===== src/rtl/pipeline_input_arbiter_pkg.sv =====
// +-----------------------------------------------------------------------+
// | pipe_arb_pkg: shared types and defaults for pipeline_input_arbiter     |
// | Revision: 1.0                                                          |
// +-----------------------------------------------------------------------+
`default_nettype none

package pipe_arb_pkg;

  typedef enum logic [1:0] {
    ARB_IDLE  = 2'd0,
    ARB_OFFER = 2'd1,
    ARB_CHECK = 2'd2
  } arb_state_t;

  localparam int N_REQ_DEF            = 4;
  localparam int STATE_VARS_WIDTH_DEF = 8;

endpackage

`default_nettype wire


===== src/rtl/pipeline_input_arbiter_rr_priority_pick.sv =====
// +-----------------------------------------------------------------------+
// | rr_priority_pick: rotating first-one finder starting at ptr            |
// | Revision: 1.0                                                          |
// +-----------------------------------------------------------------------+
`default_nettype none

module rr_priority_pick
  import pipe_arb_pkg::*;
#(
  parameter int N_REQ = N_REQ_DEF
) (
  input  logic [N_REQ-1:0]         req,
  input  logic [$clog2(N_REQ)-1:0] ptr,
  output logic [$clog2(N_REQ)-1:0] idx,
  output logic                     found
);

  localparam int IDX_W = $clog2(N_REQ);

  logic [IDX_W-1:0] w_pos;

  // Scan N_REQ positions beginning at ptr, wrapping modulo N_REQ.
  always_comb begin
    idx   = '0;
    found = 1'b0;
    w_pos = '0;
    for (int i = 0; i < N_REQ; i++) begin
      w_pos = IDX_W'((int'(ptr) + i) % N_REQ);
      if (!found && req[w_pos]) begin
        found = 1'b1;
        idx   = w_pos;
      end
    end
  end

endmodule

`default_nettype wire


===== src/rtl/pipeline_input_arbiter.sv =====
// +-----------------------------------------------------------------------+
// | pipeline_input_arbiter: N_REQ-way arbiter feeding one pipeline input   |
// | Option macro: PIPE_ARB_ROUND_ROBIN_EN (else fixed lowest-index prio)   |
// | Revision: 1.0                                                          |
// +-----------------------------------------------------------------------+
`default_nettype none

module pipeline_input_arbiter
  import pipe_arb_pkg::*;
#(
  parameter int N_REQ            = N_REQ_DEF,
  parameter int STATE_VARS_WIDTH = STATE_VARS_WIDTH_DEF
) (
  input  logic                              clk,
  input  logic                              rst_n,
  input  logic [N_REQ-1:0]                  req_valid,
  input  logic [N_REQ*STATE_VARS_WIDTH-1:0] req_vars,
  output logic [N_REQ-1:0]                  req_ack,
  output logic [STATE_VARS_WIDTH-1:0]       pipe_vars,
  output logic                              pipe_valid,
  input  logic                              pipe_accepted,
  output logic [$clog2(N_REQ)-1:0]          grant_idx,
  output logic                              busy
);

  localparam int IDX_W = $clog2(N_REQ);

  arb_state_t       r_state;
  logic [IDX_W-1:0] w_ptr;
  logic [IDX_W-1:0] w_idx;
  logic             w_found;
  logic             w_grant;

  rr_priority_pick #(
    .N_REQ (N_REQ)
  ) u_pick (
    .req   (req_valid),
    .ptr   (w_ptr),
    .idx   (w_idx),
    .found (w_found)
  );

  // Requests are only looked at when idle or right after an accepted offer.
  assign w_grant = w_found &&
                   ((r_state == ARB_IDLE) || (r_state == ARB_CHECK && pipe_accepted));

`ifdef PIPE_ARB_ROUND_ROBIN_EN
  logic [IDX_W-1:0] r_rr_ptr;

  always_ff @(posedge clk or negedge rst_n) begin
    if (!rst_n) begin
      r_rr_ptr <= '0;
    end else if (w_grant) begin
      r_rr_ptr <= (w_idx == IDX_W'(N_REQ - 1)) ? '0 : w_idx + IDX_W'(1);
    end
  end

  assign w_ptr = r_rr_ptr;
`else
  assign w_ptr = '0;
`endif

  always_ff @(posedge clk or negedge rst_n) begin
    if (!rst_n) begin
      r_state    <= ARB_IDLE;
      req_ack    <= '0;
      pipe_vars  <= '0;
      pipe_valid <= 1'b0;
      grant_idx  <= '0;
      busy       <= 1'b0;
    end else begin
      req_ack    <= '0;
      pipe_valid <= 1'b0;
      if (w_grant) begin
        pipe_vars  <= req_vars[w_idx*STATE_VARS_WIDTH +: STATE_VARS_WIDTH];
        grant_idx  <= w_idx;
        req_ack    <= N_REQ'(1) << w_idx;
        pipe_valid <= 1'b1;
        busy       <= 1'b1;
        r_state    <= ARB_OFFER;
      end else begin
        case (r_state)
          ARB_OFFER: r_state <= ARB_CHECK;
          ARB_CHECK: begin
            if (!pipe_accepted) begin
              // Pipeline was full: offer the same vector again.
              pipe_valid <= 1'b1;
              r_state    <= ARB_OFFER;
            end else begin
              busy    <= 1'b0;
              r_state <= ARB_IDLE;
            end
          end
          default: r_state <= ARB_IDLE;
        endcase
      end
    end
  end

endmodule

`default_nettype wire

===== config.mk =====
export PLATFORM = sky130hd
export DESIGN_NAME = pipeline_input_arbiter
export DESIGN_NICKNAME = d
export VERILOG_FILES = /design/src/rtl/pipeline_input_arbiter_pkg.sv /design/src/rtl/pipeline_input_arbiter_rr_priority_pick.sv /design/src/rtl/pipeline_input_arbiter.sv
export SDC_FILE = /design/constraint.sdc
export NUM_CORES = 1
export LEC_CHECK = 0
export ABC_AREA = 1
export CAP_MARGIN = 10
export CELL_PAD_IN_SITES_DETAIL_PLACEMENT = 2
export CELL_PAD_IN_SITES_GLOBAL_PLACEMENT = 2
export CORE_MARGIN = 2
export CORE_UTILIZATION = 21
export DETAILED_ROUTE_END_ITERATION = 12
export PLACE_DENSITY_LB_ADDON = 0.15
export SLEW_MARGIN = 20
export SYNTH_ARGS = -nofsm -noshare
export SYNTH_HDL_FRONTEND = slang
export SYNTH_SLANG_ARGS = --single-unit

===== constraint.sdc =====
create_clock -name clk -period 3.3 [get_ports clk]
set_clock_uncertainty 0.2 [all_clocks]
set_input_delay 0.66 -clock clk [delete_from_list [all_inputs] [get_ports clk]]
set_output_delay 0.66 -clock clk [all_outputs]
set_load 0.05 [all_outputs]

# Word-level counts from Yosys, hierarchy flattened
# Index checks and enable logic that the tools add are counted.
# Widths: inputs -> output; s select.
totals:
  romBits: 0
  ff_bits: 18
  ramBits: 0
  n_memories: 0
  latch_bits: 0
  output_inout_bits: 16
op_classes:
  div_mod_pow: 0
  multipliers: 0
  bitwise_logic: 0
  shift: 2
  eq_ne: 2
  magnitude_cmp: 0
  n_reduce_logical: 13
  addsub: 0
  muxes: 17
ops:
  columns: ["cell", "count"]
  rows:
  - ["$shiftx 32x6->8", 1]
  - ["$mux 1", 12]
  - ["$mux 2", 3]
  - ["$logic_and 1x1->1", 5]
  - ["$mux 4", 1]
  - ["$pmux 2 s2", 1]
  - ["$reduce_bool 2->1", 2]
  - ["$shl 1x2->4 const A", 1]
  - ["$logic_not 1->1", 3]
  - ["$eq 2x1->1 const B", 1]
  - ["$eq 2x2->1 const B", 1]
  - ["$logic_not 2->1", 1]
  - ["$reduce_and 2->1", 1]
  - ["$logic_or 1x1->1", 1]

# Depth between registers and ports, before layout
depth:
  word_depth: 13
  ltp_mapped: 9
  depth_no_buf: 9

# Cells and area by module
# From an unflattened synthesis, not the netlist that was laid out.
unflattened:
  hier_cells: 216
  area_unflattened_um2: 1393.8
modules_own_cells:
  columns: ["mod", "cells_each", "area_per_inst_um2", "seq_area_each_um2", "n_inst"]
  rows:
  - ["pipeline_input_arbiter", 157, 1074.8, 425.4, 1]
  - ["rr_priority_pick", 59, 319.1, 0.0, 1]

# Least setup slack after synthesis
# OpenSTA, ideal clock, no wires.
synth_timing:
  path_type: "input to register"
  startpoint: "input req_valid[0]"
  endpoint: "register pipe_vars[0]"
  arrival_time_ns: 1.326
  setup_slack_ns: 1.644
  n_path_buf: 1
  stages: 7
  cell_sequence: "nor2_2 -> nand2_2 -> nand2_4 -> buf_6 -> nand2_1 -> o211ai_1 -> nand3_1"
synth_via:
  elab_chain_cells: 11
  elab_cells_between_ends: 15
  cone_classes: "shift: 1; mux: 7; reduce/logical: 7"
synth_rtl:
  columns: ["item", "line_no", "text"]
  rows:
  - ["start: declaration", "pipeline_input_arbiter.sv:16", "input logic [N_REQ-1:0] req_valid,"]
  - ["$mux 1 (*)", "pipeline_input_arbiter_rr_priority_pick.sv:29", "if (!found && req[w_pos]) begin"]
  - ["$logic_not 1->1", "pipeline_input_arbiter_rr_priority_pick.sv:29", null]
  - ["$logic_and 1x1->1", "pipeline_input_arbiter_rr_priority_pick.sv:29", null]
  - ["$mux 1", "pipeline_input_arbiter_rr_priority_pick.sv:29", null]
  - ["$logic_not 1->1", "pipeline_input_arbiter_rr_priority_pick.sv:29", null]
  - ["$logic_and 1x1->1", "pipeline_input_arbiter_rr_priority_pick.sv:29", null]
  - ["$mux 1", "pipeline_input_arbiter_rr_priority_pick.sv:29", null]
  - ["$logic_not 1->1", "pipeline_input_arbiter_rr_priority_pick.sv:29", null]
  - ["$logic_and 1x1->1", "pipeline_input_arbiter_rr_priority_pick.sv:29", null]
  - ["$mux 2 / $mux 1 (equally long branches)", "pipeline_input_arbiter_rr_priority_pick.sv:29", null]
  - ["$shiftx 32x6->8 / $logic_and 1x1->1 (equally long branches)", "pipeline_input_arbiter.sv:75, pipeline_input_arbiter.sv:44", null]
  - ["end signal: assignment", "pipeline_input_arbiter.sv:75", "pipe_vars <= req_vars[w_idx*STATE_VARS_WIDTH +: STATE_VARS_WIDTH];"]
  - ["end: declaration", "pipeline_input_arbiter.sv:19", "output logic [STATE_VARS_WIDTH-1:0] pipe_vars,"]
# Every way passes the cells marked *; elsewhere a longest branch is shown, timed or not.
# A chain may end at the register's enable or synchronous reset.

# Worst setup path after layout
layout_timing:
  startpoint: "register pipe_vars[5]"
  endpoint: "output pipe_vars[5]"
# No word-level cell between the ends.

==> results.toml <==
[critical_path]
crit_family = "buffers and inverters"
crit_fanout = 2
critical-path-max-stage-delay_ps = 820
crit_type = "reg -> out"
cp_num_buf_inv = 1
crit_arrival_ps = 1450
crit_path_end_kind = "primary output"
slowest_stage = "clkdlybuf4s50_1"
start_kind = "flip-flop"
cp.required_ps = 2440
cp_cell_sequence = "clkdlybuf4s50_1"

[power]
p_int_mw = 0.619
p_seq_frac = 0.280
pwr-share-clk = 0.139
switchingPower_mw = 0.614
switching_share = 0.498
p_comb_frac = 0.582
power_mw = 1.23
p_per_area_nw_per_um2 = 761
leakagePower_nw = 0.786
peakVddDrop_v = 0.000217

[timing]
min_period_ps = 2310
rsz0062_at_grt = "false"
worst_pin_slew_ps = 866
hold_viol = 0
setup_viol = 0
clock.fmax_mhz = 434
fin_tns_setup_ps = 0
slew_viol_final = 0
slew_headroom = 0.421
min_period_over_period = 0.699

[route]
drtAntennaViolNets = 0
vias_per_cell = 4.43
wl_per_cell_um = 14.6
vias = 1080
drt-initial-drc-count = 23
wl_um = 3570
drc = 0
dr.pass1.iters = 4

[yosys]
netlist_top_cells_area = "dfrtp_1 42%, nand2_1 14%, inv_1 11%"
synth_cell_types = 16
yosysSeqAreaShare = 0.424
yosysWarnings = 0
syn-mean-instance-area_sq_um = 7.37
syn_nets = 175
ys_ff_latch = 17
synth_top_area_cell = "dfrtp_1"
syn_inst = 136
netlist.area_leader.share = 0.424
syn-cell-area_sq_um = 1000

[min_path]
min_path_type = "reg -> reg"

[cts]
cts_hold_buf = 0
path_clk_slew_ps = 80
cts_tree = "done"
root_buffer = "clkbuf_8"
insertion_delay_ps = 260
cts_resized = 0
cts_max_level = 1
cts_buffer_depth = 2
cts_buffers = 3
post_cts_buffers = 0
cts.sinks = 17

[die]
die-area_sq_um = 5340
die_h_um = 73.1
chipWidth_um = 73.1
rows = 25
pin_count = 55
initial_core_util = 0.215
coreArea_sq_um = 4660

[placed_design]
post-dp-hpwl_um = 2850
finalWeightedCongestion = 0.692
post_dp_cell_area_sq_um = 1570
numPortBuffers = 54
dp.cells = 240

[global_routing]
grt_pass1_wl_um = 5570
grt_max_degree = 27
grt_remaining_overflow = 0
track_usage = 0.137
grt_pass1_vias = 1155
antenna_found_initial = 0

[cells_and_area]
syn_to_final_growth_pct = 61.7
layoutNonFillerInstCount = 244
diodes = 0
fin_area_sq_um = 1620
fillers = 537
drive_gt1_frac = 0.0474
nets = 230
final_util = 0.348

[run_status]
status = "finished clean"

[job]
maxCapViolCount = 0
-- stage by stage --
step / setup slack, ps / hold slack (ps)
global route: 941 / 300
floorplan: 1640 / 164
global placement: 930 / 242
CTS: 967 / 278
finish: 994 / 269
detailed placement: 827 / 266
-- synth_stat cells (all sizes together) --
master and number:
inv 30, nor3 2, o211ai 7, nand2 40, o21ai 2, nor2 5
nand4 1, nand3 21, nand3b 7, dfrtp 17, buf 4
-- sequential cells by signal (all words and copies together), names as in the netlist --
| register | count |
|---|---|
| pipe_vars | 8 |
| req_ack | 4 |
| grant_idx | 2 |
| busy | 1 |
| r_state | 2 |
-- layout by cell type, fill, tap and decap left out, drive strengths merged --
cell type | netlist | routed
clkdlybuf4s50 | 0 | 54
nand2 | 40 | 40
inv | 30 | 30
nand3 | 21 | 21
dfrtp | 17 | 17
o211ai | 7 | 7
nand3b | 7 | 7
nor2 | 5 | 5
clkbuf | 0 | 3
o21ai | 2 | 2
nor3 | 2 | 2
nand4 | 1 | 1
clkinvlp | 0 | 1
-- final timing paths --
kind | start | to | slack [ps] | cells past startpoint
min reg2reg | r_state[1] | r_state[1] | 270 | 1
max | pipe_vars[5] | pipe_vars[5] | 990 | 1
max reg2reg | r_state[0] | grant_idx[0] | 1740 | 5
min in group asynchronous | rst_n | r_state[1] | 690 | 1
min | r_state[1] | r_state[1] | 270 | 1
max in group asynchronous | rst_n | pipe_vars[2] | 1680 | 1
-- layer usage --
layer,global-route usage,share of wire,up-vias
met5,0,0,-
met4,0.0494,0.0095,0
met3,0.0152,0.040,2
met2,0.251,0.52,30
met1,0.164,0.43,517
li1,-,-,531
-- cell families after synthesis --
| group | after synthesis | synth area share |
|---|---|---|
| and+or+nand+nor | 76 | 0.362 |
| DFF | 17 | 0.424 |
| buffers and inverters | 34 | 0.151 |
| AOI/OAI and AO/OA | 9 | 0.0624 |
-- power groups by stage --
stage | Sequential, mW | Clock (mW) | Combinational, mW
finish | 0.345 | 0.171 | 0.717
global route | 0.360 | 0.185 | 0.772
CTS | 0.348 | 0.177 | 0.730
detailed placement | 0.351 | 0 | 0.727
global placement | 0.344 | 0 | 0.714
floorplan | 0.619 | 0 | 0.178
-- cell type report --
| cell class | instances | area, sq um | area share |
|---|---|---|---|
| Clock inverter | 1 | 7.51 | 0.00463 |
| Multi-Input combinational cell | 85 | 425 | 0.263 |
| Inverter | 30 | 113 | 0.0695 |
| Timing Repair Buffer | 54 | 541 | 0.334 |
| Sequential cell | 17 | 425 | 0.263 |
| Tap cell | 54 | 67.6 | 0.0417 |
| Clock buffer | 3 | 41.3 | 0.0255 |
(Power assumes the default switching activity.)
